$ cat src/rtl/regfile_wb_arbiter.sv
// Register-file write-port arbiter: A owns port 0; port 1 serves B first,
// then drains a small debug-write FIFO in idle, collision-free slots.
module regfile_wb_arbiter #(
   parameter int unsigned DEPTH = 2
) (
   input  logic        clk,
   input  logic        rst,
   input  logic        a_wen,
   input  logic [4:0]  a_addr,
   input  logic [31:0] a_data,
   input  logic        b_wen,
   input  logic [4:0]  b_addr,
   input  logic [31:0] b_data,
   input  logic        dbg_valid,
   input  logic [4:0]  dbg_addr,
   input  logic [31:0] dbg_data,
   output logic        dbg_ready,
   output logic        wen0,
   output logic [4:0]  waddr0,
   output logic [31:0] wdata0,
   output logic        wen1,
   output logic [4:0]  waddr1,
   output logic [31:0] wdata1,
   output logic        dbg_busy,
   output logic [7:0]  coll_count
);

   localparam int unsigned AW = $clog2(DEPTH);
   localparam int unsigned CW = $clog2(DEPTH) + 1;

   logic [4:0]    r_mem_addr [DEPTH];
   logic [31:0]   r_mem_data [DEPTH];
   logic [AW-1:0] r_wptr;
   logic [AW-1:0] r_rptr;
   logic [CW-1:0] r_count;
   logic [7:0]    r_coll_count;

   logic          w_full;
   logic          w_empty;
   logic          w_a_grant;
   logic          w_b_req;
   logic          w_b_coll;
   logic          w_b_grant;
   logic [4:0]    w_head_addr;
   logic [31:0]   w_head_data;
   logic          w_drain;
   logic          w_push;

   assign w_full      = (r_count == CW'(DEPTH));
   assign w_empty     = (r_count == '0);
   assign w_head_addr = r_mem_addr[r_rptr];
   assign w_head_data = r_mem_data[r_rptr];

   // Grant logic: A always wins a same-register clash with B or the FIFO head
   assign w_a_grant = a_wen && (a_addr != 5'd0);
   assign w_b_req   = b_wen && (b_addr != 5'd0);
   assign w_b_coll  = w_b_req && w_a_grant && (b_addr == a_addr);
   assign w_b_grant = w_b_req && !w_b_coll;
   assign w_drain   = !w_empty && !w_b_req &&
                      !(w_a_grant && (w_head_addr == a_addr));

   assign dbg_ready = !w_full && !rst;
   assign w_push    = dbg_valid && dbg_ready && (dbg_addr != 5'd0);

   assign wen0       = w_a_grant && !rst;
   assign waddr0     = a_addr;
   assign wdata0     = a_data;
   assign wen1       = (w_b_grant || w_drain) && !rst;
   assign waddr1     = w_b_req ? b_addr : w_head_addr;
   assign wdata1     = w_b_req ? b_data : w_head_data;
   assign dbg_busy   = !w_empty;
   assign coll_count = r_coll_count;

   // FIFO storage needs no reset; occupancy gates every read of it
   always_ff @(posedge clk) begin
      if (w_push) begin
         r_mem_addr[r_wptr] <= dbg_addr;
         r_mem_data[r_wptr] <= dbg_data;
      end
   end

   always_ff @(posedge clk) begin
      if (rst) begin
         r_wptr       <= '0;
         r_rptr       <= '0;
         r_count      <= '0;
         r_coll_count <= '0;
      end else begin
         if (w_push) begin
            r_wptr <= r_wptr + AW'(1);
         end
         if (w_drain) begin
            r_rptr <= r_rptr + AW'(1);
         end
         r_count <= r_count + CW'(w_push) - CW'(w_drain);
         if (w_b_coll && (r_coll_count != 8'hFF)) begin
            r_coll_count <= r_coll_count + 8'd1;
         end
      end
   end

endmodule

$ cat config.mk
export PLATFORM = sky130hd
export DESIGN_NAME = regfile_wb_arbiter
export DESIGN_NICKNAME = d
export VERILOG_FILES = /design/src/rtl/regfile_wb_arbiter.sv
export SDC_FILE = /design/constraint.sdc
export NUM_CORES = 1
export LEC_CHECK = 0
export ABC_AREA = 1
export CORE_ASPECT_RATIO = 0.8
export CORE_UTILIZATION = 35
export DETAILED_ROUTE_END_ITERATION = 7
export HOLD_SLACK_MARGIN = 0.1
export PLACE_DENSITY_LB_ADDON = 0.25
export RECOVER_POWER = 100
export REMOVE_ABC_BUFFERS = 1
export SLEW_MARGIN = 20
export SYNTH_ARGS = -nofsm -noshare
export SYNTH_HDL_FRONTEND = slang
export SYNTH_SLANG_ARGS = --single-unit
$ cat constraint.sdc
create_clock -name clk -period 2.87 [get_ports clk]
set_input_delay 0.574 -clock clk [delete_from_list [all_inputs] [get_ports clk]]
set_output_delay 0.574 -clock clk [all_outputs]
set_load 0.005 [all_outputs]
==> Word level (Yosys, flattened, before mapping) <==
Memories as Yosys holds them, arrays and structs flattened. A register that Yosys moved wholly into a read port is not among the register bits.
Cells that the tools add are included.
{ "totals": {"mem_bits_rw": 74, "elab_cells": 48, "n_memories": 2, "register_bits": 12, "out_inout_bits": 86, "inputBits": 116} }
{ "mem_list": {"columns": ["memory", "depth", "width", "read_ports", "rd_clocked_by_memory_dff", "wr", "line", "text"], "rows": [
  ["r_mem_data", 2, 32, 1, 1, 1, "32", "logic [31:0] r_mem_data [DEPTH];"],
  ["r_mem_addr", 2, 5, 1, 1, 1, "31", "logic [4:0] r_mem_addr [DEPTH];"]
]} }
{ "op_classes": {"reduce_logical": 25, "n_addsub": 5, "n_eq_ne": 4, "n_mux": 8} }
{ "op_table": {"columns": ["cell", "n"], "rows": [
  ["2-to-1 mux 32 bit", 1],
  ["nonzero test 5 bit", 3],
  ["logical AND 1 bit", 14],
  ["== test 5 bit", 2],
  ["adder 8 x 1 -> 8 bit, second input constant", 1],
  ["inequality test 8 bit, second input constant", 1],
  ["zero test 1 bit", 6],
  ["2-to-1 mux 1 bit", 6],
  ["2-to-1 mux 5 bit", 1],
  ["adder 1 bit, second input constant", 2],
  ["adder 2 x 1 -> 2 bit", 1],
  ["== test 2 bit, second input constant", 1],
  ["zero test 2 bit", 1],
  ["subtractor 2 x 1 -> 2 bit", 1],
  ["logical OR 1 bit", 1]
]} }

==> Logic depth before layout (Yosys ltp) <==
Gate-level depths: netlist of the first run.
{ "logic_depth": {"ltp_word": 8, "ltp_mapped": 16, "depth_no_buf": 15} }

==> Worst setup path before layout of the first run <==
Ideal clock, no wire load.
{ "synth_timing": {"kind": "input to register", "start": "input rst", "end": "memory r_mem_addr[0][0], enable pin", "t_arrival_ns": 2.479, "path_stages": 3, "setup_ns": 0.431, "required_time_ns": 2.439, "slack_ns": -0.041, "path_buffers": 0, "cell_sequence": "nor2_1 nand3_1 nor2_1"} }
{ "synth_between": {"elab_chain_cells": 6} }
{ "synth_rtl": {"columns": ["item", "line", "text"], "rows": [
  ["from (decl)", "7", "input logic rst,"],
  ["zero test 1 bit", "62", "assign dbg_ready = !w_full && !rst;"],
  ["logical AND 1 bit", "62", null],
  ["logical AND 1 bit (2 in series)", "63", "assign w_push = dbg_valid && dbg_ready && (dbg_addr != 5'd0);"],
  ["2-to-1 mux 1 bit", "76", "if (w_push) begin"],
  ["2-to-1 mux 1 bit (not written as such)", "77", "r_mem_addr[r_wptr] <= dbg_addr;"],
  ["to (decl)", "31", null]
]} }
No other way between the ends.

==> Worst setup path after layout of the first run <==
{ "layout_timing": {"start": "input b_addr[0]", "end": "output wdata1[15]"} }
{ "layout_between": {"elab_chain_cells": 3} }
{ "layout_rtl": {"columns": ["item", "line", "text"], "rows": [
  ["from (decl)", "12", "input logic [4:0] b_addr,"],
  ["nonzero test 5 bit", "56", "assign w_b_req = b_wen && (b_addr != 5'd0);"],
  ["logical AND 1 bit", "56", null],
  ["2-to-1 mux 32 bit", "70", "assign wdata1 = w_b_req ? b_data : w_head_data;"],
  ["to (decl)", "23", "output logic [31:0] wdata1,"]
]} }
No other way between the ends.

==> results of run 1 <==
==> flip-flops by register name (all words and copies together), names as in the netlist, named ones only <==
register and flops:
r_count 2, r_mem_addr 10, coll_count 8, r_wptr 1, r_mem_data 64, r_rptr 1
==> final timing paths <==
path	slack [ns]	end	depth (start not counted)
worst max-delay path	0.04	wdata1[15]	9
worst min-delay path	0.48	r_count[1]	1
worst max register to register	0.64	r_count[1]	15
worst min register to register	0.48	r_count[1]	1
==> synth_stat cells <==
cell type  instances  area share [%]
nand2_1          116              10
edfxtp_1          74              52
nor2_1            56             4.9
buf_4             42             7.4
a31oi_1           34             5.0
inv_1             24             2.1
nand3_1           14             1.7
dfxtp_1           13             6.1
a21oi_1            9             1.1
nand4_1            9             1.3
clkbuf_1           6            0.53
nand2_2            6            0.88
o21ai_0            6            0.71
buf_2              5            0.59
xnor2_1            5             1.0
ha_1               3            0.88
nor2_4             3            0.80
xor2_1             2            0.41
a21oi_2            1            0.21
buf_6              1            0.27
inv_2              1           0.088
nand2_4            1            0.27
nand3_2            1            0.24
nand3_4            1            0.41
nand3b_1           1            0.18
nor2_2             1            0.15
nor3_1             1            0.12
==> cell families after synthesis <==
logic type	count (synthesis)
and+or+nand+nor	210
DFF	87
buffers and inverters	79
AOI/OAI and AO/OA	50
xor gates and xnor gates	7
adders and majority gates	3
==> cell type report <==
| class | instances | area (sq um) | area share, % |
|---|---|---|---|
| Tap cell | 148 | 185 | 3.04 |
| Clock inverter | 5 | 81.3 | 1.34 |
| Sequential cell | 87 | 2480 | 40.8 |
| Timing Repair Buffer | 170 | 1670 | 27.4 |
| Inverter | 25 | 93.8 | 1.54 |
| Clock buffer | 11 | 233 | 3.82 |
| Multi-Input combinational cell | 270 | 1350 | 22.1 |
==> layer usage <==
metal / GRT usage, % / vias to the layer above / routed length [um]
li1: - / 1701 / -
met1: 25.2 / 1633 / 5480
met2: 30.9 / 142 / 5440
met3: 9.98 / 16 / 1160
met4: 6.19 / 4 / 169
met5: 3.92 / - / 81
==> critical path: stages <==
cell and delay [ns]:
clkdlybuf4s50_1 0.44, nor2_1 0.11, nand4_1 0.15, nand2_4 0.14, buf_6 0.12, buf_4 0.12
buf_16 0.19, a31oi_2 0.11, dlygate4sd2_1 0.28
==> report_power, final <==
| group | switching [mW] | internal [mW] | total [mW] |
|---|---|---|---|
| registers | 0.0371 | 1.49 | 1.52 |
| logic | 0.532 | 0.456 | 0.988 |
| clock network | 0.471 | 0.764 | 1.24 |
| total | 1.04 | 2.71 | 3.75 |
==> stage by stage <==
step / setup TNS [ns] / power, mW / worst slack [ns]
5_1_grt: -0.948 / 3.94 / -0.0585
3_5_place_dp: -5.56 / 2.59 / -0.219
2_1_floorplan: -3.00 / 1.99 / -0.0405
3_3_place_gp: -5.10 / 2.58 / -0.215
4_1_cts: -0.131 / 3.80 / -0.131
6_report: 0 / 3.75 / 0.0359
==> layout by cell type, fill, tap and decap left out, drive strengths merged <==
| cell | n |
|---|---|
| nand2 | 123 |
| edfxtp | 74 |
| clkdlybuf4s50 | 63 |
| nor2 | 60 |
| dlygate4sd3 | 38 |
| a31oi | 34 |
| buf | 32 |
| dlygate4sd2 | 29 |
| inv | 26 |
| nand3 | 16 |
| clkbuf | 14 |
| dfxtp | 13 |
| a21oi | 10 |
| nand4 | 9 |
| o21ai | 6 |
| xnor2 | 5 |
| clkdlybuf4s15 | 4 |
| ha | 3 |
| xor2 | 2 |
| bufinv | 2 |
| nor3 | 1 |
| nand3b | 1 |
| clkinv | 1 |
| clkinvlp | 1 |
| dlymetal6s2s | 1 |
==> what timing repair did <==
action	CTS	global route
resized for setup	43	10
pin swaps	0	4
endpoints found under the setup margin	36	3
gates cloned	2	0
buffers inserted	3	2
==> impl_metrics.toml, run 1 <==
[run_status]
status = "finished, final reports clean"

[synthesis]
synth_fa_ha_area_share_pct = 0.884
yosys_register_bits = 87
synth_top_family_by_area = "simple AND/OR/NAND/NOR gates"
synth-simple-area-share_pct = 21.2
synth_xor_area_share_pct = 1.44
ys_types = 27
ys_seq_area_share_pct = 58.5
synth_compound_area_share_pct = 6.98
yosysWarnings = 0
synth_area_per_cell_sq_um = 9.74
synth.area.mux_share_pct = 0
netlist_instances = 436
syn-cell-area_sq_um = 4250

[worst_setup_path]
cp-end-kind = "primary output"
criticalPathCategory = "primary input to primary output"
start_kind = "primary input"
cp-startpoint = "b_addr[0]"
cp.required_ns = 2.30
cp.arrival_ns = 2.26
crit_fanout = 33

[timing]
rsz0062_at_grt = "yes"
slew_viol_final = 0
finalSetupViolCount = 0
fin_skew_ns = 0.00465
fmax_ghz = 0.353
period_minus_slack_ns = 2.83
relSlewSlack_pct = 75.4
worstMarginPinSlew_ns = 0.369
holdWs_ns = 0.480
post-route-period-util_pct = 98.7
hold_viol = 0

[die]
die_y_um = 101
ios = 202
initial_core_util_pct = 36.5
die_area_sq_um = 12600
die_x_um = 125
num_rows = 35
core_sq_um = 11600

[clock_network]
h-tree-depth = 3
cts_buffer_depth = 2
clk_pin_slew_ns = 0.06
cts_sinks = 87
clk_latency_ns = 0.34
clockRootBuffer = "clkbuf_16"
holdBufCountCts = 0
cts_tree = "built"
numCtsBuffers = 9

[drt]
vias = 3496
drt-total-wl_um = 12300
vias_per_cell = 4.88
drc = 0
drtIter0Drc = 212
ant_nets = 0
first_pass_iters = 6
routedWlPerCell_um = 17.2

[global_route]
grt_pass1_vias = 3464
grt_pass1_wl_um = 18900
grt_max_degree = 34
gr-usage-all-layers_pct = 20.3
grt-ovfl-total = 0
antenna_found_initial = 1

[placement]
gp_congestion = 0.791
port-buffer-count = 137
placedInstanceArea_sq_um = 5680
place_inst = 693
dp_hpwl_um = 8580

[final_layout]
fin_cells = 716
fin_area_sq_um = 6090
final_core_util_pct = 52.3
nets = 682
area_delta_synth_final_pct = 43.4
drive_gt1_share_pct = 12.3
fillers = 1092
diodes = 0

[power]
ir_drop_mv = 0.367
p_leak_nw = 2.39
p_per_area_nw_per_um2 = 615

[flow_run]
cap_viol_max_count = 0

[worst_hold_path]
min_path_type = "flip-flop to flip-flop"
hp-start = "r_count[1]"
(Power assumes the default switching activity.)
==> run 2: changes to the inputs <==
--- a/config.mk
+++ b/config.mk
@@ -8,5 +8,6 @@
 export ABC_AREA = 1
-export CORE_ASPECT_RATIO = 0.8
+export CORE_ASPECT_RATIO = 1.25
 export CORE_UTILIZATION = 35
 export DETAILED_ROUTE_END_ITERATION = 7
+export GPL_TIMING_DRIVEN = 1
 export HOLD_SLACK_MARGIN = 0.1
--- a/constraint.sdc
+++ b/constraint.sdc
@@ -3,2 +3,2 @@
 set_output_delay 0.574 -clock clk [all_outputs]
-set_load 0.005 [all_outputs]
+set_load 0.05 [all_outputs]
==> impl_metrics.toml, run 2 (synthesized netlist as in run 1, its figures left out) <==
[die]
ios = 202
core_sq_um = 11700
die_x_um = 101
die_area_sq_um = 12600
initial_core_util_pct = 36.2
die_y_um = 125
num_rows = 44

[final_layout]
regMostFlops = "r_mem_data"
drive_gt1_share_pct = 17.1
diodes = 0
final_cell_mix = "nand2_1, edfxtp_1, nor2_1, dlygate4sd3_1, clkdlybuf4s50_1"
fillers = 1064
largest_register_ff_count = 64
nets = 665
fin_cells = 711
final_common_cell = "nand2_1"
area_delta_synth_final_pct = 48.0
final_core_util_pct = 53.6

[global_route]
grt-ovfl-total = 0
antenna_found_initial = 1
grt_pass1_vias = 3352
grt_max_degree = 38
grt_pass1_wl_um = 17300
gr-usage-all-layers_pct = 18.5

[worst_setup_path]
criticalPathCategory = "primary input to primary output"
reg2reg_depth = 15
cp.arrival_ns = 2.18
crit_fanout = 37
cp-end-kind = "primary output"
cp.required_ns = 2.30
start_kind = "primary input"

[drt]
vias = 3391
drc = 0
drt-total-wl_um = 11100
ant_nets = 0
vias_per_cell = 4.77
first_pass_iters = 5
drtIter0Drc = 138
routedWlPerCell_um = 15.6

[clock_network]
clk_pin_slew_ns = 0.06
clk_latency_ns = 0.33
cts_sinks = 87
cts_buffer_depth = 2
clockRootBuffer = "clkbuf_16"
post_cts_buffers = 0
h-tree-depth = 3
cts_tree = "built"
numCtsBuffers = 9

[timing]
worstMarginPinSlew_ns = 0.604
finalSetupViolCount = 0
holdWs_ns = 0.478
post-route-period-util_pct = 95.9
slew_viol_final = 0
fmax_ghz = 0.363
period_minus_slack_ns = 2.75
rsz0062_at_grt = "yes"
hold_viol = 0
relSlewSlack_pct = 59.9
fin_skew_ns = 0.00863

[placement]
dp_hpwl_um = 8270
gp_congestion = 0.770
port-buffer-count = 137
place_inst = 696

[run_status]
status = "finished, final reports clean"

[power]
p_per_area_nw_per_um2 = 685
ir_drop_mv = 0.398
p_leak_nw = 2.43
finalPower_mw = 4.31

[flow_run]
cap_viol_max_count = 0

[worst_hold_path]
hold_depth = 1
min_path_type = "flip-flop to flip-flop"
==> run 2: changes by cell type in the layout (fill, tap and decap cells not counted), sizes merged, moves of 4 or more <==
cell and delta:
buf +16, clkbuf +10, clkdlybuf4s15 -4, clkdlybuf4s50 -19
dlygate4sd2 -29, dlygate4sd3 +11
==> run 2: routing by layer <==
metal | share of wire [%] | GRT usage (%) | routed length, um
met1 | 39 | 21.5 | 4330
met2 | 48 | 28.6 | 5380
met3 | 11 | 9.73 | 1200
met4 | 1.3 | 6.05 | 142
met5 | 0.56 | 5.26 | 62
==> run 2: area by class of cell <==
cell class	count	area (sq um)	share of cell area, %
clock buffer	12	236	3.76
clock inverter	3	45.0	0.717
inverter	25	93.8	1.49
multi-input combinational	270	1380	22.0
sequential	87	2480	39.5
tap	161	201	3.21
timing repair buffer	153	1840	29.3
==> run 2: worst paths after layout <==
path                                    to       start  slack, ns
worst min register to register  r_count[1]  r_count[1]       0.48
worst max register to register  r_count[1]   flip-flop       0.44
worst max-delay path             wdata1[0]   b_addr[0]       0.12
worst min-delay path            r_count[1]  r_count[1]       0.48
==> run 2: critical path, stage by stage <==
cell and delay (ns):
clkdlybuf4s50_1 0.42, nor2_1 0.12, nand4_1 0.14, nand2_4 0.16, buf_12 0.22, nor2_1 0.07
a31oi_1 0.27, buf_12 0.18
==> run 2: per-stage QoR <==
stage               TNS [ns]  setup slack, ns  instance area [sq um]
floorplan             -57.70           -0.731                   3870
global placement           0           0.0822                   6000
detailed placement         0           0.0517                   6000
CTS                        0           0.0554                   6280
global route          -0.127          -0.0250                   6280
finish                     0            0.117                   6280
==> run 2: where the power goes <==
part	switching [mW]	internal, mW	total, mW
Sequential	0.0578	1.49	1.55
Combinational	0.981	0.681	1.66
Clock	0.429	0.670	1.10
Total	1.47	2.84	4.31
==> run 2: repair_timing <==
| item | CTS | global route |
|---|---|---|
| endpoints found under the setup margin | 0 | 25 |
| gates resized for setup | 0 | 14 |
| hold buffers | 0 | 0 |
